[src/rtl/comparator_pkg.sv]
// Shared types for the serial comparator: FSM state encoding and result-flag layout.
package comparator_pkg;

  typedef enum logic [1:0] {
    IDLE = 2'd0,
    CMP  = 2'd1,
    DONE = 2'd2
  } state_t;

  localparam int unsigned FLAG_LT = 0;
  localparam int unsigned FLAG_EQ = 1;
  localparam int unsigned FLAG_GT = 2;
  localparam int unsigned FLAG_W  = 3;

  typedef logic [FLAG_W-1:0] flags_t;

  localparam flags_t RES_LT = flags_t'(1 << FLAG_LT);
  localparam flags_t RES_EQ = flags_t'(1 << FLAG_EQ);
  localparam flags_t RES_GT = flags_t'(1 << FLAG_GT);

endpackage

[src/rtl/comparator_serial_if.sv]
// Request/result bundle for comparator_serial; master issues operands, slave returns flags.
interface comparator_serial_if #(
    parameter int unsigned N = 16
);
    logic         start;
    logic [N-1:0] a;
    logic [N-1:0] b;
    logic         is_signed;
    logic         busy;
    logic         done;
    logic         smaller;
    logic         equal;
    logic         greater;

    modport master (
        output start, a, b, is_signed,
        input  busy, done, smaller, equal, greater
    );

    modport slave (
        input  start, a, b, is_signed,
        output busy, done, smaller, equal, greater
    );
endinterface

[src/rtl/comparator_chunk.sv]
// Combinational unsigned compare of one K-bit chunk.
module comparator_chunk #(
    parameter int unsigned K = 4
) (
    input  logic [K-1:0] a,
    input  logic [K-1:0] b,
    output logic         lt,
    output logic         eq
);
    assign lt = (a < b);
    assign eq = (a == b);
endmodule

[src/rtl/comparator_serial.sv]
// Serial magnitude comparator: examines K bits per cycle, MSB chunk first,
// stopping at the first differing chunk.
module comparator_serial
    import comparator_pkg::*;
#(
    parameter int unsigned N = 16,
    parameter int unsigned K = 4
) (
    input  logic                  clk,
    input  logic                  rst,
    comparator_serial_if.slave    bus
);
    localparam int unsigned NCHUNK = N / K;
    localparam int unsigned CW     = $clog2(NCHUNK) + 1;
    localparam logic [CW-1:0] LAST = CW'(NCHUNK - 1);

    state_t        state, state_next;
    logic [N-1:0]  op_a, op_b;
    logic [CW-1:0] cnt;
    flags_t        flags, flags_next;
    logic          capture, shift;
    logic          chunk_lt, chunk_eq;
    logic [N-1:0]  sign_mask;

    // Flipping the MSB of both operands maps two's-complement order onto unsigned order.
    always_comb begin
        sign_mask        = '0;
        sign_mask[N-1]   = bus.is_signed;
    end

    comparator_chunk #(.K(K)) u_chunk (
        .a  (op_a[N-1 -: K]),
        .b  (op_b[N-1 -: K]),
        .lt (chunk_lt),
        .eq (chunk_eq)
    );

    always_comb begin
        state_next = state;
        flags_next = flags;
        capture    = 1'b0;
        shift      = 1'b0;
        case (state)
            IDLE, DONE: begin
                if (bus.start) begin
                    capture    = 1'b1;
                    state_next = CMP;
                end else begin
                    state_next = IDLE;
                end
            end
            CMP: begin
                if (!chunk_eq) begin
                    flags_next = chunk_lt ? RES_LT : RES_GT;
                    state_next = DONE;
                end else if (cnt == LAST) begin
                    flags_next = RES_EQ;
                    state_next = DONE;
                end else begin
                    shift = 1'b1;
                end
            end
            default: state_next = IDLE;
        endcase
    end

    always_ff @(posedge clk) begin
        if (rst) begin
            state <= IDLE;
            flags <= '0;
            op_a  <= '0;
            op_b  <= '0;
            cnt   <= '0;
        end else begin
            state <= state_next;
            flags <= flags_next;
            if (capture) begin
                op_a <= bus.a ^ sign_mask;
                op_b <= bus.b ^ sign_mask;
                cnt  <= '0;
            end else if (shift) begin
                op_a <= op_a << K;
                op_b <= op_b << K;
                cnt  <= cnt + CW'(1);
            end
        end
    end

    assign bus.busy    = (state == CMP);
    assign bus.done    = (state == DONE);
    assign bus.smaller = flags[FLAG_LT];
    assign bus.equal   = flags[FLAG_EQ];
    assign bus.greater = flags[FLAG_GT];

endmodule
[src/flat_wrapper.sv]
// flat-port wrapper written by rule: the top's interface ports become plain ports
module comparator_serial_flat import comparator_pkg::*;
#(
    parameter int unsigned N = 16,
    parameter int unsigned K = 4
)
  (clk, rst, bus_start, bus_a, bus_b, bus_is_signed, bus_busy, bus_done, bus_smaller, bus_equal, bus_greater);
  comparator_serial_if #(.N(N)) bus_i ();
  input  logic clk;
  input  logic rst;
  input wire logic [$bits(bus_i.start)-1:0] bus_start;
  input wire logic [$bits(bus_i.a)-1:0] bus_a;
  input wire logic [$bits(bus_i.b)-1:0] bus_b;
  input wire logic [$bits(bus_i.is_signed)-1:0] bus_is_signed;
  output wire logic [$bits(bus_i.busy)-1:0] bus_busy;
  output wire logic [$bits(bus_i.done)-1:0] bus_done;
  output wire logic [$bits(bus_i.smaller)-1:0] bus_smaller;
  output wire logic [$bits(bus_i.equal)-1:0] bus_equal;
  output wire logic [$bits(bus_i.greater)-1:0] bus_greater;
  assign bus_i.start = bus_start;
  assign bus_i.a = bus_a;
  assign bus_i.b = bus_b;
  assign bus_i.is_signed = bus_is_signed;
  assign bus_busy = bus_i.busy;
  assign bus_done = bus_i.done;
  assign bus_smaller = bus_i.smaller;
  assign bus_equal = bus_i.equal;
  assign bus_greater = bus_i.greater;
  comparator_serial #(.N(N), .K(K)) u_core (.clk(clk), .rst(rst), .bus(bus_i));
endmodule
[config.mk]
export PLATFORM = sky130hd
export DESIGN_NAME = comparator_serial_flat
export DESIGN_NICKNAME = d
export VERILOG_FILES = /design/src/rtl/comparator_pkg.sv /design/src/rtl/comparator_serial_if.sv /design/src/rtl/comparator_chunk.sv /design/src/rtl/comparator_serial.sv /design/src/flat_wrapper.sv
export SDC_FILE = /design/constraint.sdc
export NUM_CORES = 1
export LEC_CHECK = 0
export BUFFER_PORTS_ARGS = -buffer_cell sky130_fd_sc_hd__buf_2
export CORE_MARGIN = 3
export CORE_UTILIZATION = 54
export CTS_CLUSTER_DIAMETER = 100
export DETAILED_ROUTE_END_ITERATION = 8
export PLACE_DENSITY = 0.86
export SYNTH_ARGS = -nofsm -noshare
export SYNTH_HDL_FRONTEND = slang
export SYNTH_SLANG_ARGS = --single-unit
[constraint.sdc]
create_clock -name clk -period 2.4 [get_ports clk]
set_input_delay 0.12 -clock clk [delete_from_list [all_inputs] [get_ports clk]]
set_output_delay 0.12 -clock clk [all_outputs]
set_load 0.02 [all_outputs]
* Word-level counts from Yosys, hierarchy flattened
Cells that the tools add are included.
Word-level totals: bits in registers 40, input port bits 36, output and inout port bits 5, word-level logic and storage cells 36
Cells by class: $add $sub $neg 1, $lt $le $gt $ge 1, eq/ne operators 6, muxes and demuxes 16, bitwise gates (word level) 2, reduce and logical (&&, ||, !) cells 5
Operators with widths (count):
- 2-to-1 mux 16 bit | 4
- XOR 16 bit | 2
- 2-to-1 mux 3 bit | 3
- 2-to-1 mux 1 bit | 6
- equality test 4 bit | 1
- < comparator 4 bit | 1
- 2-to-1 mux 2 bit | 2
- one-hot mux 2 bit (2 select lines) | 1
- OR reduction 2 bit | 2
- adder 3 x 1 -> 3 bit (second input constant) | 1
- equality test 3 x 2 -> 1 bit (second input constant) | 1
- != test 3 bit (second input constant) | 1
- equality test 2 x 1 -> 1 bit (second input constant) | 1
- equality test 2 bit (second input constant) | 1
- zero test 2 bit | 1
- != test 2 bit (second input constant) | 1
- AND reduction 2 bit | 1
- nonzero test 2 bit | 1

* Longest topological paths before layout
depth in word-level cells 6, depth in mapped cells 8, gate-level depth less buffers 6

* Modules after synthesis
A second synthesis with hierarchy kept.
Second synthesis, totals: cells, all modules 223, area, all modules 1909.3 µm²
By module, submodules not included:
- comparator_serial | times used 1, cells an instance 209, area an instance 1806.7 µm², sequential area each 800.8 µm²
- comparator_chunk | times used 1, cells an instance 14, area an instance 102.6 µm², sequential area each 0.0 µm²

* Worst setup path before layout
Ideal clock, no wire load.
kind flip-flop to flip-flop, start point register u_core.op_b[15], end point register u_core.op_b[4], setup time 0.145 ns, arrival 1.633 ns, data required time 2.255 ns, path slack 0.622 ns, cell stages (with the launch flop) 9, path buffers 2, clock period less this slack 1.778 ns, cells stage by stage dfxtp_1 inv_1 ha_1 nand4_2 or3_1 buf_6 buf_2 nor3_1 a2111oi_2
Between the ends: longest elaborated chain between the ends 4
Ends and longest elaborated chain:
- start: declaration | RTL line comparator_serial.sv:18 | logic [N-1:0] op_a, op_b;
- start signal: assignment | RTL line comparator_serial.sv:79 | op_b <= bus.b ^ sign_mask;
- start signal: assignment | RTL line comparator_serial.sv:83 | op_b <= op_b << K;
- equality test 4 bit | RTL line comparator_chunk.sv:11 | assign eq = (a == b);
- 2-to-1 mux 1 bit | RTL line comparator_serial.sv:53 | if (!chunk_eq) begin
- 2-to-1 mux 1 bit | RTL line comparator_serial.sv:43 | case (state)
- nonzero test 2 bit (no line)
Every way passes these cells. A chain may end at the register's enable or synchronous reset.

* Worst setup path after layout
start point register u_core.op_b[14], end point register u_core.op_b[9]
Same word-level chain as after synthesis.

==> results.json <==
{
  "run_status": "complete, no violations",
  "crit_path_start": "u_core.op_b[14]",
  "yosysWarnings": 0,
  "reg2reg_to": "u_core.op_b[9]",
  "powerDensity_nw_per_um2": 619.3,
  "synth_top_family_by_area": "compound AO/OA/AOI/OAI gates",
  "seq_area_frac_synth_pct": 41.24,
  "detail_route.iter0.violations": 78,
  "synth_async_sr_flop_share_pct": 0,
  "synthSimpleGateAreaFrac_pct": 20.43,
  "timing.critical_path.to_type": "register",
  "final-hold-violation-count": 0,
  "grt_setup_unrepaired": "no",
  "upper_clock_frequency_limit_mhz": 499.4,
  "slew_limit_headroom_pct": 57.74,
  "number_of_global_route_vias_before_repair": 1460,
  "final_cell_area_sq_um": 2257,
  "grt_antenna_before_repair": 0,
  "synth-seq-cells": 40,
  "maximum_clock_skew_at_final_layout_ps": 13.91,
  "clock_tree.root_cell": "sky130_fd_sc_hd__clkbuf_4",
  "floorplan.die.width_um": 65.97,
  "placeableCoreArea_sq_um": 3390,
  "slew_violations": 0,
  "worst-path-max-fanout": 41,
  "synthFlopType": "sky130_fd_sc_hd__dfxtp_1",
  "cts_tree": "yes",
  "routabilityCongestion": 0.8268,
  "layout.nets": 298,
  "grt_pass1_wl_um": 6285,
  "worstReg2RegStart": "u_core.op_b[14]",
  "post-route-util_pct": 66.59,
  "synth_enable_flop_cells": 0,
  "synthXorXnorAreaFrac_pct": 1.353,
  "grt.total_usage_pct": 18.92,
  "p_seq_share_pct": 53.8,
  "highest_count_cells_in_the_layout_ignoring_fill_and_taps": "sky130_fd_sc_hd__nor2_1 (42), sky130_fd_sc_hd__buf_2 (40), sky130_fd_sc_hd__dfxtp_1 (40)",
  "cell_variety_after_synth": 29,
  "critical_path_required_ps": 2610,
  "power_switching_mw": 0.4099,
  "clock_input_transition_at_the_sequential_cells_of_the_worst_setup_and_hold_paths_ps": 110,
  "syn_nets": 258,
  "setup_viol": 0,
  "max-clock-path-buffers": 2,
  "final_common_cell": "sky130_fd_sc_hd__nor2_1",
  "multiplexer_fraction_of_the_synthesized_cell_area_pct": 4.639,
  "arrival_ps": 2210,
  "numClockSinks": 40,
  "numCtsBuffers": 5,
  "design.die.area_sq_um": 4351,
  "post_dp_cell_area_sq_um": 2126,
  "grt_remaining_overflow": 0,
  "fin_crit_ps": 2003,
  "worstHoldPathType": "input port to register",
  "final_antenna_net_count": 0,
  "finalSetupTns_ps": 0,
  "die_y_um": 65.97,
  "antenna_cells_inserted": 0,
  "grt_start_max_net_pins": 44,
  "post_synth.cell_area_avg_sq_um": 8.990,
  "setup.worst_path.start_class": "register",
  "routed_wirelength_um": 3887,
  "cts-htree-levels": 2,
  "rows": 21,
  "start_util_pct": 57.29,
  "first_pass_iters": 4,
  "syn-instance-count": 216,
  "power.share.clock_pct": 25.5,
  "boundaryPins": 41,
  "detailed_place_hpwl_um": 2640,
  "combinationalPowerShare_pct": 20.7,
  "power.switching_fraction_pct": 29.33,
  "power.static_leakage_nw": 0.9096,
  "critPathKind": "register to register",
  "cell_internal_pwr_mw": 0.9879,
  "mappedNetlistArea_sq_um": 1942,
  "drv_cap": 0,
  "worst_hold_check_slack_ps": 11.00,
  "r2r.worst_path.cells": 7,
  "clkLatencyLatePin_ps": 350,
  "routedWlPerCell_um": 12.83,
  "area.growth.synth_to_final_pct": 16.24,
  "post_synth_fa_ha_maj_area_fraction_pct": 3.866,
  "drc": 0,
  "drt-vias-per-instance": 5.333,
  "vias": 1616,
  "drive_gt1_share_pct": 28.40,
  "period_share_pct": 83.44,
  "fin_total_pwr_mw": 1.398,
  "synthesized_area_fraction_occupied_by_ao_oa_aoi_and_oai_cells_pct": 20.68,
  "io_buffers": 40,
  "worstMarginPinSlew_ps": 634.0,
  "critPathCapture": "u_core.op_b[9]",
  "max-vdd-ir-drop_v": 0.0003970,
  "ff2ff_setup_slack_ps": 400
}
-- routing by layer --
layer	global-route usage [%]	wire, um
met1	22.68	1775
met4	8.883	80
met5	0	0
met2	31.54	1836
met3	4.762	194
-- worst max-delay path, cell delays in order, from the launching register on --
cell	delay (ps)
sky130_fd_sc_hd__dfxtp_1	360
sky130_fd_sc_hd__inv_1	50
sky130_fd_sc_hd__ha_1	300
sky130_fd_sc_hd__nand4_2	140
sky130_fd_sc_hd__or3_1	330
sky130_fd_sc_hd__buf_4	290
sky130_fd_sc_hd__nor3_1	300
sky130_fd_sc_hd__a2111oi_2	90
-- final cells by class --
cell class              instances  area (sq um)
clock buffers                   6         51.30
well taps                      46         57.56
multi-input cells             148         992.2
flip-flops and latches         40         800.8
repair buffers                 53         315.3
clock inverters                 2         10.01
inverters                       8         30.03
fillers                       288          1132
-- through the flow --
step	worst slack (ps)	instances
finish	397.5	303
global route	231.5	303
CTS	400.6	303
detailed placement	428.5	288
global placement	476.7	288
floorplan	622.0	216
-- flip-flops by register name, indices dropped and copies added, names as in the netlist --
| signal | cells |
|---|---|
| u_core.state | 2 |
| u_core.op_a | 16 |
| u_core.flags | 3 |
| u_core.op_b | 16 |
| u_core.cnt | 3 |
-- cells in the mapped netlist (2+ instances only) --
library cell                count  area [sq um]
sky130_fd_sc_hd__nor2_1        42         157.7
sky130_fd_sc_hd__dfxtp_1       40         800.8
sky130_fd_sc_hd__nor3_1        19         95.09
sky130_fd_sc_hd__a2111oi_2     16         240.2
sky130_fd_sc_hd__a21oi_1       13         65.06
sky130_fd_sc_hd__nand2_1       10         37.54
sky130_fd_sc_hd__clkbuf_1       9         33.78
sky130_fd_sc_hd__mux2i_1        9         90.09
sky130_fd_sc_hd__a211oi_1       8         60.06
sky130_fd_sc_hd__inv_1          8         30.03
sky130_fd_sc_hd__nand3_1        8         40.04
sky130_fd_sc_hd__ha_1           6         75.07
sky130_fd_sc_hd__buf_1          3         11.26
sky130_fd_sc_hd__buf_2          3         15.01
sky130_fd_sc_hd__buf_6          3         33.78
sky130_fd_sc_hd__nor2b_1        3         18.77
sky130_fd_sc_hd__nand2b_1       2         12.51
sky130_fd_sc_hd__o21ai_0        2         10.01
sky130_fd_sc_hd__xor2_1         2         17.52
-- cells by family after synthesis --
kind of cell | count (synthesis)
compound gates | 42
xor+xnor | 3
fa+ha+maj | 6
buf+inv | 28
flops | 40
mux | 9
simple gates | 88
-- what timing repair did --
| item | 4_1_cts | 5_1_grt |
|---|---|---|
| hold buffers | 7 | 0 |
| buffers inserted | 0 | 0 |
| hold endpoints to repair | 7 | 0 |
| gates resized for setup | 0 | 0 |
-- power by group through the flow --
stage          Combinational (mW)  Clock [mW]  Sequential, mW
2_1_floorplan               0.219           0           0.761
3_3_place_gp                0.273           0           0.763
3_5_place_dp                0.282           0           0.766
4_1_cts                     0.292       0.365           0.751
5_1_grt                     0.324       0.392           0.758
6_report                    0.290       0.357           0.752
-- worst min-delay path by stage --
stage | slack (ps) | depth (start not counted) | endpoint | startpoint
final | 10 | 3 | u_core.op_a[1] | bus_a[1]
after global routing | 30 | 3 | u_core.op_a[1] | bus_a[1]
after CTS | 0.4 | 3 | u_core.op_a[1] | bus_a[1]
after detailed placement | 370 | 3 | u_core.op_b[1] | bus_b[1]
after global placement | 360 | 3 | u_core.op_a[2] | bus_a[2]
after floorplan | 260 | 2 | u_core.op_a[0] | bus_a[0]
(Power assumes the default switching activity.)
